File: src/rtl/des_pkg.sv
// Shared constants and FSM encoding for the DES round-merge datapath.
package des_pkg;

  localparam int DES_ROUNDS = 16;
  localparam logic [3:0] LAST_ROUND = 4'(DES_ROUNDS - 1);

  // DES P permutation; entry [31] is output bit 1, values are 1-based DES input bit numbers.
  localparam logic [31:0][5:0] P_TABLE = {
    6'd16, 6'd7,  6'd20, 6'd21, 6'd29, 6'd12, 6'd28, 6'd17,
    6'd1,  6'd15, 6'd23, 6'd26, 6'd5,  6'd18, 6'd31, 6'd10,
    6'd2,  6'd8,  6'd24, 6'd14, 6'd32, 6'd27, 6'd3,  6'd9,
    6'd19, 6'd13, 6'd30, 6'd6,  6'd22, 6'd11, 6'd4,  6'd25
  };

  typedef enum logic [2:0] {
    ST_IDLE   = 3'd0,
    ST_ISSUE  = 3'd1,
    ST_WAIT   = 3'd2,
    ST_PERM   = 3'd3,
    ST_MERGE  = 3'd4,
    ST_FINISH = 3'd5
  } state_e;

endpackage

File: src/rtl/des_p_perm.sv
// Combinational DES P permutation (DES bit 1 is the MSB of each word).
module des_p_perm
  import des_pkg::*;
(
  input  logic [31:0] data_i,
  output logic [31:0] data_o
);

  for (genvar k = 0; k < 32; k++) begin : g_bit
    localparam int SRC = 32 - int'(P_TABLE[31-k]);
    assign data_o[31-k] = data_i[SRC];
  end

endmodule

File: src/rtl/des_round_merge.sv
// DES Feistel round sequencer: issues S-box lookups, merges P(f) into L/R for 16 rounds.
// Define DES_MERGE_PIPE_EN to register P(sbox_out) in an extra PERM state (4-cycle rounds).
module des_round_merge
  import des_pkg::*;
(
  input  logic        clk,
  input  logic        rst_n,
  input  logic        start,
  input  logic [31:0] l_in,
  input  logic [31:0] r_in,
  input  logic [31:0] sbox_out,
  input  logic [7:0]  sbox_finish,
  output logic        sbox_select,
  output logic [31:0] r_cur,
  output logic [3:0]  round,
  output logic [63:0] preout,
  output logic        busy,
  output logic        done
);

  state_e      state_q, state_d;
  logic [31:0] l_q, l_d;
  logic [31:0] r_q, r_d;
  logic [3:0]  round_q, round_d;
  logic [31:0] sbox_q, sbox_d;
  logic [63:0] preout_q, preout_d;
  logic        sel_q, sel_d;
  logic        busy_q, busy_d;
  logic        done_q, done_d;
  logic [31:0] p_s;
  logic [31:0] f_s;

  des_p_perm u_p_perm (
    .data_i (sbox_q),
    .data_o (p_s)
  );

`ifdef DES_MERGE_PIPE_EN
  logic [31:0] f_q, f_d;
  assign f_s = f_q;
`else
  assign f_s = p_s;
`endif

  always_comb begin
    state_d  = state_q;
    l_d      = l_q;
    r_d      = r_q;
    round_d  = round_q;
    sbox_d   = sbox_q;
    preout_d = preout_q;
    busy_d   = busy_q;
`ifdef DES_MERGE_PIPE_EN
    f_d      = f_q;
`endif
    case (state_q)
      ST_IDLE: begin
        if (start) begin
          l_d     = l_in;
          r_d     = r_in;
          round_d = 4'd0;
          busy_d  = 1'b1;
          state_d = ST_ISSUE;
        end else begin
          state_d = ST_IDLE;
        end
      end
      ST_ISSUE: state_d = ST_WAIT;
      // Any missing finish flag means the lookup is retried from ISSUE.
      ST_WAIT: begin
        if (&sbox_finish) begin
          sbox_d = sbox_out;
`ifdef DES_MERGE_PIPE_EN
          state_d = ST_PERM;
`else
          state_d = ST_MERGE;
`endif
        end else begin
          state_d = ST_ISSUE;
        end
      end
`ifdef DES_MERGE_PIPE_EN
      ST_PERM: begin
        f_d     = p_s;
        state_d = ST_MERGE;
      end
`endif
      ST_MERGE: begin
        l_d     = r_q;
        r_d     = l_q ^ f_s;
        round_d = round_q + 4'd1;
        if (round_q == LAST_ROUND) begin
          // Final swap undone: preout is {R16, L16}.
          preout_d = {l_q ^ f_s, r_q};
          state_d  = ST_FINISH;
        end else begin
          state_d = ST_ISSUE;
        end
      end
      ST_FINISH: begin
        busy_d  = 1'b0;
        state_d = ST_IDLE;
      end
      default: state_d = ST_IDLE;
    endcase
    sel_d  = (state_d == ST_ISSUE);
    done_d = (state_d == ST_FINISH);
  end

  always_ff @(posedge clk or negedge rst_n) begin
    if (!rst_n) begin
      state_q  <= ST_IDLE;
      l_q      <= 32'h0;
      r_q      <= 32'h0;
      round_q  <= 4'd0;
      sbox_q   <= 32'h0;
      preout_q <= 64'h0;
      sel_q    <= 1'b0;
      busy_q   <= 1'b0;
      done_q   <= 1'b0;
`ifdef DES_MERGE_PIPE_EN
      f_q      <= 32'h0;
`endif
    end else begin
      state_q  <= state_d;
      l_q      <= l_d;
      r_q      <= r_d;
      round_q  <= round_d;
      sbox_q   <= sbox_d;
      preout_q <= preout_d;
      sel_q    <= sel_d;
      busy_q   <= busy_d;
      done_q   <= done_d;
`ifdef DES_MERGE_PIPE_EN
      f_q      <= f_d;
`endif
    end
  end

  assign sbox_select = sel_q;
  assign r_cur       = r_q;
  assign round       = round_q;
  assign preout      = preout_q;
  assign busy        = busy_q;
  assign done        = done_q;

endmodule
File: config.mk
export PLATFORM = sky130hd
export DESIGN_NAME = des_round_merge
export DESIGN_NICKNAME = d
export VERILOG_FILES = /design/src/rtl/des_pkg.sv /design/src/rtl/des_p_perm.sv /design/src/rtl/des_round_merge.sv
export SDC_FILE = /design/constraint.sdc
export NUM_CORES = 1
export LEC_CHECK = 0
export CAP_MARGIN = 25
export CORE_ASPECT_RATIO = 0.9
export CORE_MARGIN = 5
export CORE_UTILIZATION = 51
export CTS_CLUSTER_SIZE = 20
export DETAILED_ROUTE_END_ITERATION = 12
export GPL_TIMING_DRIVEN = 0
export MAX_ROUTING_LAYER = met4
export PLACE_DENSITY = 0.85
export SETUP_SLACK_MARGIN = 0.4
export SLEW_MARGIN = 10
export SYNTH_ARGS = -nofsm -noshare
export SYNTH_HDL_FRONTEND = slang
export SYNTH_SLANG_ARGS = --single-unit
File: constraint.sdc
create_clock -name clk -period 4.6 [get_ports clk]
set_input_delay 0.46 -clock clk [delete_from_list [all_inputs] [get_ports clk]]
set_output_delay 0.46 -clock clk [all_outputs]
set_load 0.05 [all_outputs]
# Word-level counts from Yosys, hierarchy flattened
# Index checks and enable logic that the tools add are counted.
# word_totals
regBits,170
input_bits,107
out_inout_bits,103
wordCells,39
# op_classes
n_addsub,1
eq_ne,8
n_mux,12
bitwise_logic,1
reduce_logical,8
# ops
operator,n
one-hot mux 32 bit (2 select lines),2
two-way mux 32 bit,2
XOR 32 bit,1
one-hot mux 3 bit (4 select lines),1
equality test 3 bit (second input constant),3
AND reduction 9 bit,1
one-hot mux 4 bit (2 select lines),1
AND reduction 8 bit,1
equality test 3 x 1 -> 1 bit (second input constant),2
two-way mux 3 bit,2
AND reduction 2 bit,3
adder 4 x 1 -> 4 bit (second input constant),1
equality test 4 bit (second input constant),1
two-way mux 4 bit,1
nonzero test 2 bit,2
equality test 3 x 2 -> 1 bit (second input constant),1
logical NOT 3 bit,1
two-way mux 1 bit,2
inequality test 2 bit (second input constant),1
one-hot mux 1 bit (2 select lines),1

# Longest topological paths before layout
# Gate-level depths: netlist (run 1).
# logic_depth
depth_word,4
mapped_depth,7
depth_no_buf,4

# Hierarchy
# From an unflattened synthesis (run 1), not the netlist that was laid out.
# unflattened
cells_unflattened,553
area_unflattened_um2,7468.4
# by_module_without_submodules
mod,n_inst,cells_each,area_per_inst_um2,seq_area_each_um2
des_round_merge,1,521,7228.2,4254.1
des_p_perm,1,32,240.2,0.0

# Least setup slack after synthesis (run 1)
# OpenSTA, ideal clock, no wires.
# synth_timing
path_kind,register to register
startpoint,"reg round_q[0], in the netlist round[0]"
endpoint,"reg preout_q[26], in the netlist preout[26]"
setup_time_ps,125
t_arrival_ps,1832
required_time_ps,4475
path_slack_ps,2643
stages_incl_launch_ff,7
n_path_buf,2
period_less_slack_ps,1957
cell_sequence,dfrtp_1 -> ha_1 -> nand3_1 -> nor2_8 -> buf_12 -> buf_12 -> mux2_4
# synth_between
elab_chain_len,2
# synth_lines
element,line,rtl
start: declaration,des_round_merge.sv:24,"logic [3:0] round_q, round_d;"
start signal: assignment,des_round_merge.sv:128,round_q <= round_d;
equality test 4 bit,des_round_merge.sv:92,if (round_q == LAST_ROUND) begin
AND reduction 2 bit (no line),-,
end signal: assignment,des_round_merge.sv:130,preout_q <= preout_d;
end: declaration,des_round_merge.sv:26,"logic [63:0] preout_q, preout_d;"
# No other way between the ends.
# A chain may end at the register's enable or synchronous reset.

# Worst setup path in the final report (run 1)
# layout_timing
startpoint,"reg round_q[2], in the netlist round[2]"
endpoint,out round[2]
# layout_lines
element,line,rtl
end: declaration,des_round_merge.sv:15,"output logic [3:0] round,"
# No word-level cell between the ends.

==> key figures, run 1 <==
Run status
  – Outcome: finished clean

Drt
  – Vias/cell: around 5.6
  – ANT nets after route: 0
  – 1st-pass router iterations: 4
  – Initial DRC count: 290
  – DR WL/cell: 21.34 microns
  – Drc violations: 0
  – Drt total wl: 20380 microns
  – DR vias: 5355

Clocking
  – Total CTS buffers: 17
  – CTS tree: yes
  – H-tree levels: 4
  – Post-CTS setup buffers: 0
  – Worst skew pair latency: 0.42 ns
  – Resize count post-CTS: 0
  – Clk slew on worst S/H paths: ~0.060 ns
  – CTS root buf: clkbuf_16
  – CTS Buffer Depth: 2
  – CTS Hold Bufs: 0
  – Clock Sinks: 170

Global route
  – Initial antenna violation count: 0
  – Number of global-route vias before repair: 5671
  – GRT overflow: 0
  – First-pass GRT wire length: between 30000 and 40000 microns
  – Global Route Usage Sum: approximately 26%
  – Largest net degree at the start of global routing: 92

Synth
  – Yosys reg bits: 170
  – Synth cell types: 37
  – EDFF count, synth: 0
  – Top cells by count, synth: 170 x dfrtp_1, 63 x mux2_2, 39 x a21o_1, 39 x a22o_1, 31 x xor2_1
  – Synth top area share: 58.85%
  – Count leader, synth: dfrtp_1
  – Synth warn: 0
  – Mean Syn Cell Area: 13.87 sq um
  – Sequential-to-total area share from yosys stat: 58.85%
  – Synth area leaders: dfrtp_1 59%, mux2_2 9.8%, mux2_4 6.2%, a22o_1 4.7%, a21o_1 4.1%
  – Post-Syn Nets: 629
  – Synth area leader: dfrtp_1
  – Async set or reset register ratio after synthesis: 100.0%
  – Cell Area, Synth: about 7200 sq um
  – Top_reg_cell synth: dfrtp_1
  – Syn Inst Count: 521

Placement
  – GP Congestion: 0.8238
  – Post-place setup slack: 2.245 ns
  – Buffers on Ports: 209
  – Detailed placer's ending HPWL: 14460 microns

Timing
  – Slack of the critical path: 2.412 ns
  – Tmin final: 2.188 ns
  – RSZ-0062 raised after global routing: no
  – Final-report hold violation count: 0
  – Fin crit share: between 40% and 50%
  – Final setup violation count: 0
  – Max Clk Rate: 0.4570 GHz
  – Worst relative slew slack: 56.14%
  – WHS: 0.0001735 ns
  – Skew final: ~0.0063 ns
  – Pins over their slew limit: 0
  – Setup TNS: 0 ns
  – Worst Max-Slew Pin Slew: 0.6579 ns

Die
  – # rows: 41
  – Die H: between 100 and 150 microns
  – Number of I/O pins: 210
  – Core area: roughly 14000 sq um
  – Total die area: 16660 sq um
  – Die Wd: approximately 140 microns
  – Initial core utilization: between 50% and 60%

Worst setup path
  – CP Data Required Time: 4.14 ns
  – Reg2reg end: sbox_q[10]$_DFFE_PN0P_
  – CP peak stage delay: between 0.8 and 0.9 ns
  – Setup Crit Path Kind: reg2out
  – CP Cell Sequence: clkdlybuf4s50_1
  – Element type at the critical path end: output port
  – Worst R2R Setup Slack: 2.50 ns
  – WP data arrival: 1.73 ns
  – Buffers and inverters on the worst path: 1
  – Reg-to-Reg Start: state_q[0]$_DFF_PN0_
  – Slowest cell on crit path: clkdlybuf4s50_1
  – Crit path max-delay family: buffers and inverters
  – Critical path launch point type: flip-flop
  – CP Max Fanout: 5
  – Reg2Reg Depth: 4

Power and ir drop
  – P_leak: 4.893 nW
  – Power per Cell Area: 510.2 nW/um^2
  – Peak VDD IR: approximately 0.31 mV

Final layout
  – Area of the multi-input gates: 2720 sq um
  – Area Growth Syn to Fin: 40.30%
  – # diodes: 0
  – Layout cells sized above 1: 19.03%
  – Final net count: between 800 and 900
  – Register area: 4254 sq um
  – # fillers: 941
  – Final Core Density: 72.68%

Flow run
  – Max_cap viols: 0

Min path
  – Worst min-delay path category: in2async
-- placed cells by master (no fill, tap or decap), types with 2 or more instances in the layout --
master             n
clkdlybuf4s50_1  208
dfrtp_1          170
mux2_2            63
a21o_1            39
a22o_1            39
xor2_1            31
mux2_4            30
nor2_1            29
a21oi_1           28
o22ai_1           25
clkbuf_1          17
clkbuf_16         17
clkinv_2           7
buf_4              4
buf_6              4
buf_2              4
buf_1              4
buf_12             4
nand4_1            3
nand2_1            3
clkbuf_8           3
or3b_1             2
or2_2              2
inv_1              2
mux2_1             2
mux2i_1            2
o21ai_0            2
-- power by group --
part | leakage (nW) | internal, W | switching (W)
clock network | 0.275 | 0.000778 | 0.000564
registers | 2.23 | 0.00180 | 0.000293
logic | 2.39 | 0.000666 | 0.00108
total | 4.89 | 0.00324 | 0.00193
-- metal layers --
layer | routed length, microns | global-route usage [%]
met5 | 0 | -
met3 | 1305 | 6.713
met4 | 439 | 7.683
met2 | 10410 | 42.16
met1 | 8225 | 31.70
-- how the worst max path moves through the flow --
stage | startpoint | end | cells past startpoint
2_1_floorplan | round[0]$_DFFE_PN0P_ | preout[26]$_DFFE_PN0P_ | 6
6_report | round[2]$_DFFE_PN0P_ | round[2] | 1
4_1_cts | round[2]$_DFFE_PN0P_ | round[2] | 1
3_3_place_gp | rst_n | preout[21]$_DFFE_PN0P_ | 1
5_1_grt | round[2]$_DFFE_PN0P_ | round[2] | 1
3_5_place_dp | start | r_cur[15]$_DFFE_PN0P_ | 6
-- through the flow --
stage          instances  total power [W]  cell area [sq um]
6_report             955         0.005174              10140
3_5_place_dp         924         0.003840               9594
2_1_floorplan        521         0.003144               7228
3_3_place_gp         923         0.003761               9562
5_1_grt              955         0.005392              10140
4_1_cts              955         0.005196              10140
-- cell families after synthesis --
logic type	Yosys count	share of synthesized area, %
AO/OA/AOI/OAI	137	13.42
XOR/XNOR	32	3.877
adder cells (fa/ha/maj)	1	0.1731
buffers and inverters	37	3.514
flip-flops	170	58.85
multiplexers	97	16.63
AND/OR/NAND/NOR	47	3.531
-- registers in the layout, indices dropped and copies added, names as in the netlist --
| signal | count |
|---|---|
| sbox_q | 32 |
| round | 4 |
| r_cur | 32 |
| done | 1 |
| state_q | 3 |
| preout | 64 |
| sbox_select | 1 |
| l_q | 32 |
| busy | 1 |
-- cell type report --
cell class                 count  area share [%]
sequential                   170           41.95
multi-input combinational    314           26.82
timing repair buffer         210           20.95
clock buffer                  22           4.676
buffer                        35           2.431
tap                          193           2.381
clock inverter                 9          0.7156
inverter                       2         0.07403
No activity file was read; power rests on OpenSTA's default activity.
==> run 2: changes to the inputs <==
CORE_UTILIZATION = 48   (was 51)
PLACE_DENSITY = 0.81   (was 0.85)
clock period = 2.1 ns   (was 4.6 ns; I/O delays follow)
==> run 2 against run 1 <==
Final area rose by 7.4%. Sequential power is 120% higher. Total power rose by 130%. Sequential share of layout area down 2.8 points. Critical path depth increased by 6. Wire length increased by 9.7%. Hold slack improved by 0.33 ns. Cell count is 3.7% higher. Critical path type is now reg2reg. Largest cell class unchanged. Largest power group unchanged.
==> key figures, run 2 (synthesis gave the netlist of run 1 again) <==
Final layout
  – Most frequent cells in the layout: 165 x dfrtp_1, 105 x clkdlybuf4s50_1, 103 x dlygate4sd2_1, 70 x mux2_4
  – Final Core Density: around three quarters
  – Final net count: 886
  – Post-route cell area: roughly 11000 sq um
  – Max reg flops: 64
  – Layout cells sized above 1: 26.80%
  – Fin cells: 990
  – Area Growth Syn to Fin: 50.68%
  – Commonest non-fill, non-tap cell in the layout: dfrtp_1

Drt
  – 1st-pass router iterations: 4
  – ANT nets after route: 0
  – DR WL/cell: 22.60 microns
  – DR vias: 5436
  – Drc violations: 0
  – Vias/cell: around 5.5
  – Initial DRC count: 292
  – Drt total wl: 22370 microns

Timing
  – Fin crit share: between 90 and 100%
  – Final setup violation count: 0
  – Pins over their slew limit: 0
  – Final-report hold violation count: 0
  – Worst Max-Slew Pin Slew: 0.5587 ns
  – RSZ-0062 raised after global routing: yes
  – Slack of the critical path: 0.1921 ns
  – Skew final: 0.008480 ns
  – Max Clk Rate: roughly 0.52 GHz
  – Tmin final: 1.908 ns
  – Worst relative slew slack: 62.90%

Power and ir drop
  – Peak VDD IR: 0.9752 mV
  – Power per Cell Area: 1093 nW/um^2
  – P_leak: 5.620 nW

Clocking
  – Total CTS buffers: 17
  – CTS tree: yes
  – CTS root buf: clkbuf_16
  – Clk slew on worst S/H paths: 0.06 ns
  – H-tree levels: 4
  – Clock Sinks: 170
  – CTS Buffer Depth: 2
  – Worst skew pair latency: roughly 0.42 ns

Placement
  – Detailed placer's ending HPWL: 14480 microns
  – Placed Instances: 929
  – Buffers on Ports: approximately 210
  – Post-place setup slack: -0.1608 ns
  – GP Congestion: 0.8481
  – Area after DPL: 9613 sq um

Worst setup path
  – CP Max Fanout: 10
  – Setup Crit Path Kind: reg2reg
  – WP data arrival: 2.21 ns
  – CP Data Required Time: 2.40 ns
  – Element type at the critical path end: flip-flop
  – Critical path launch point type: flip-flop
  – Worst R2R Setup Slack: 0.19 ns

Die
  – Die H: 126.4 microns
  – Die Wd: 139.4 microns
  – Initial core utilization: 48.95%
  – # rows: 42
  – Core area: 14770 sq um
  – Total die area: 17620 sq um
  – Number of I/O pins: between 200 and 250

Min path
  – Worst min-delay path category: in2async

Global route
  – First-pass GRT wire length: 33810 microns
  – Number of global-route vias before repair: between 5000 and 6000
  – Initial antenna violation count: 0
  – Global Route Usage Sum: 25.47%
  – GRT overflow: 0
  – Largest net degree at the start of global routing: 103

Run status
  – Outcome: finished clean

Flow run
  – Max_cap viols: 0
-- run 2: worst paths after layout --
path,from,end,cells past startpoint
max reg2reg,state_q[1]$_DFF_PN0_,preout[43]$_DFFE_PN0P_,7
min,rst_n,preout[38]$_DFFE_PN0P_,2
max in group asynchronous,rst_n,r_cur[23]$_DFFE_PN0P_,3
min reg2reg,l_q[10]$_DFFE_PN0P_,l_q[10]$_DFFE_PN0P_,1
max,state_q[1]$_DFF_PN0_,preout[43]$_DFFE_PN0P_,7
min in group clk,r_in[24],r_cur[24]$_DFFE_PN0P_,3
-- run 2: final cells by class --
cell class	count	area, sq um
Sequential cell	170	4260
Multi-Input combinational cell	314	2957
Clock buffer	22	484.2
Tap cell	198	247.7
Buffer	35	395.4
Timing Repair Buffer	238	2374
Fill cell	976	3875
Inverter	2	7.507
Antenna cell	1	2.502
Clock inverter	10	163.9
-- run 2: through the flow --
| step | power [W] | setup TNS, ns | hold slack [ns] |
|---|---|---|---|
| floorplan | 0.006894 | 0 | -0.08559 |
| global placement | 0.008273 | -995.30 | 0.4775 |
| finish | 0.01191 | 0 | 0.3258 |
| detailed placement | 0.008414 | -2.472 | 0.1950 |
| CTS | 0.01175 | 0 | 0.3371 |
| global route | 0.01243 | 0 | 0.3709 |
-- run 2: routing by layer --
metal	GRT usage, %	up-vias	share of wire, %
li1	-	2407	-
met1	31.28	2816	42
met2	41.56	186	50
met3	6.662	27	6.1
met4	8.170	0	1.8
met5	-	-	0
-- run 2: where the power goes --
part | total [W] | internal [W] | switching [W]
clock network | 0.00341 | 0.00212 | 0.00129
logic | 0.00394 | 0.00146 | 0.00247
registers | 0.00457 | 0.00394 | 0.000625
-- run 2: critical path: stages (launching register included) --
cell and delay (ns):
dfrtp_1 0.38, buf_6 0.13, or3b_1 0.37, buf_6 0.15, nor2_8 0.12, buf_12 0.16
buf_12 0.16, mux2_4 0.31
-- run 2: repair_timing --
action	4_1_cts	5_1_grt
endpoints found under the hold margin	68	0
resized for setup	170	74
hold buffers	1	0
setup buffers	17	5
cloned	4	1
pin swaps	1	3
endpoints found under the setup margin	260	165
==> run 3: changes to the inputs <==
CORE_ASPECT_RATIO = 2   (was 0.9)
HOLD_SLACK_MARGIN = 0.03   (was default)
==> run 3 against run 2 <==
Hold slack gained 0.047 ns. Largest power group unchanged. Cell count is 0.30% lower. Largest cell class unchanged. Clock power is 4% lower. Highest routed layer unchanged.
==> key figures, run 3 (synthesis gave the netlist of run 1 again) <==
Run status
  – Outcome: finished clean

Drt
  – Met1 WL: 8281 microns
  – Vias/cell: 5.689
  – Initial DRC count: 248
  – DR WL/cell: between 20 and 25 microns
  – WL met2: 13880 microns
  – Max Used Layer: met4
  – Drc violations: 0
  – Drt total wl: about 24000 microns
  – DR vias: 5615
  – Metal3 WL: 1129 microns
  – ANT nets after route: 0
  – 1st-pass router iterations: 5

Power and ir drop
  – Peak VDD IR: approximately 0.85 mV
  – Power per Cell Area: between 1000 and 1500 nW/um^2
  – P_leak: roughly 5.7 nW
  – Tot Pwr: 0.01220 W

Clocking
  – Worst skew pair latency: 0.42 ns
  – CTS Buffer Depth: 2
  – Total CTS buffers: 17
  – H-tree levels: 4
  – CTS root buf: clkbuf_16
  – Clk slew on worst S/H paths: 0.07 ns
  – Clock Sinks: 170
  – CTS tree: yes

Placement
  – GP Congestion: approximately 0.85
  – Area after DPL: just under 10000 sq um
  – Post-place setup slack: -0.09696 ns
  – Buffers on Ports: 209
  – Placed Instances: 926
  – Detailed placer's ending HPWL: 16020 microns

Worst setup path
  – Reg2reg end: preout[35]$_DFFE_PN0P_
  – Critical path launch point type: flip-flop
  – Reg-to-Reg Start: state_q[1]$_DFF_PN0_
  – Worst R2R Setup Slack: slightly above 0.2 ns
  – Reg2Reg Depth: 7
  – Element type at the critical path end: flip-flop
  – CP Cell Sequence: buf_6 -> or3b_1 -> buf_6 -> nor2_8 -> buf_12 -> buf_12 -> mux2_4
  – Setup Crit Path Kind: reg2reg
  – CP peak stage delay: roughly 0.40 ns
  – WP data arrival: 2.20 ns
  – CP Data Required Time: 2.41 ns
  – Slowest cell on crit path: dfrtp_1
  – CP Max Fanout: 10

Timing
  – RSZ-0062 raised after global routing: yes
  – Fin crit share: ~90%
  – Pins over their slew limit: 0
  – Tmin final: 1.897 ns
  – Final-report hold violation count: 0
  – Max Clk Rate: around 0.53 GHz
  – Skew final: 0.01303 ns
  – Slack of the critical path: 0.2027 ns
  – Worst relative slew slack: 51.96%
  – Final setup violation count: 0
  – Worst Max-Slew Pin Slew: 0.7205 ns

Final layout
  – Final Core Density: between 70 and 80%
  – Post-route cell area: 11030 sq um
  – Final net count: ~880
  – Fin cells: between 900 and 1000
  – Max reg flops: 64
  – Commonest non-fill, non-tap cell in the layout: dfrtp_1
  – Most frequent cells in the layout: 165 x dfrtp_1, 105 x clkdlybuf4s50_1, 103 x dlygate4sd2_1, 77 x mux2_4
  – Area Growth Syn to Fin: 52.66%
  – Layout cells sized above 1: 28.97%

Die
  – Number of I/O pins: 210
  – Die Wd: roughly 97 microns
  – # rows: 63
  – Total die area: 17760 sq um
  – Core area: ~15000 sq um
  – Initial core utilization: 48.78%
  – Die H: between 150 and 200 microns

Flow run
  – Max_cap viols: 0

Global route
  – First-pass GRT wire length: 35560 microns
  – Global Route Usage Sum: about a quarter
  – GRT overflow: 0
  – Largest net degree at the start of global routing: 93
  – Number of global-route vias before repair: about 6200
  – Initial antenna violation count: 3

Min path
  – Worst min-delay path category: in2async
==> run 3: power breakdown <==
| part | switching [W] | internal (W) |
|---|---|---|
| combinational | 0.00266 | 0.00164 |
| clock | 0.00138 | 0.00191 |
| sequential | 0.000678 | 0.00394 |
==> run 3: worst max-delay path by stage <==
stage	startpoint	endpoint	slack [ns]	depth (start not counted)
floorplan	state_q[1]$_DFF_PN0_	preout[26]$_DFFE_PN0P_	0.33	7
global placement	rst_n	round[2]$_DFFE_PN0P_	-6.37	1
detailed placement	start	r_cur[8]$_DFFE_PN0P_	-0.1	6
CTS	state_q[0]$_DFF_PN0_	sbox_q[4]$_DFFE_PN0P_	0.22	5
global route	state_q[1]$_DFF_PN0_	preout[50]$_DFFE_PN0P_	0.17	7
finish	state_q[1]$_DFF_PN0_	preout[35]$_DFFE_PN0P_	0.20	7
==> run 3: layout make-up <==
type                       count  area, sq um
multi-input combinational    314         3139
buffer                        35        400.4
fill                         999         3785
tap                          195        244.0
sequential                   170         4260
inverter                       2        7.507
timing repair buffer         234         2356
antenna                        5        12.51
clock buffer                  18        429.2
clock inverter                14        185.2
==> run 3: metrics by stage <==
step / setup TNS, ns / hold slack [ns]
floorplan: 0 / -0.08559
detailed placement: -2.155 / 0.2660
global route: 0 / 0.3938
global placement: -980.41 / 0.4777
CTS: 0 / 0.3878
finish: 0 / 0.3730
==> run 3: layer usage <==
layer	vias to the layer above	GRT usage, %
li1	2392	-
met1	2885	26.95
met2	266	49.50
met3	72	5.013
met4	0	12.20
met5	-	-
==> run 3: worst max-delay path, delay by kind of cell (launching register included) <==
family	cells	cell delay (ns)
mux	1	0.31
buf+inv	4	0.59
simple gates	2	0.47
flops	1	0.40
==> run 3: what timing repair did <==
action | 4_1_cts | 5_1_grt
hold endpoints to repair | 91 | 0
pin swaps | 1 | 5
setup endpoints to repair | 260 | 162
hold buffers | 1 | 0
cloned | 3 | 4
resized for setup | 179 | 89
buffers inserted | 11 | 5
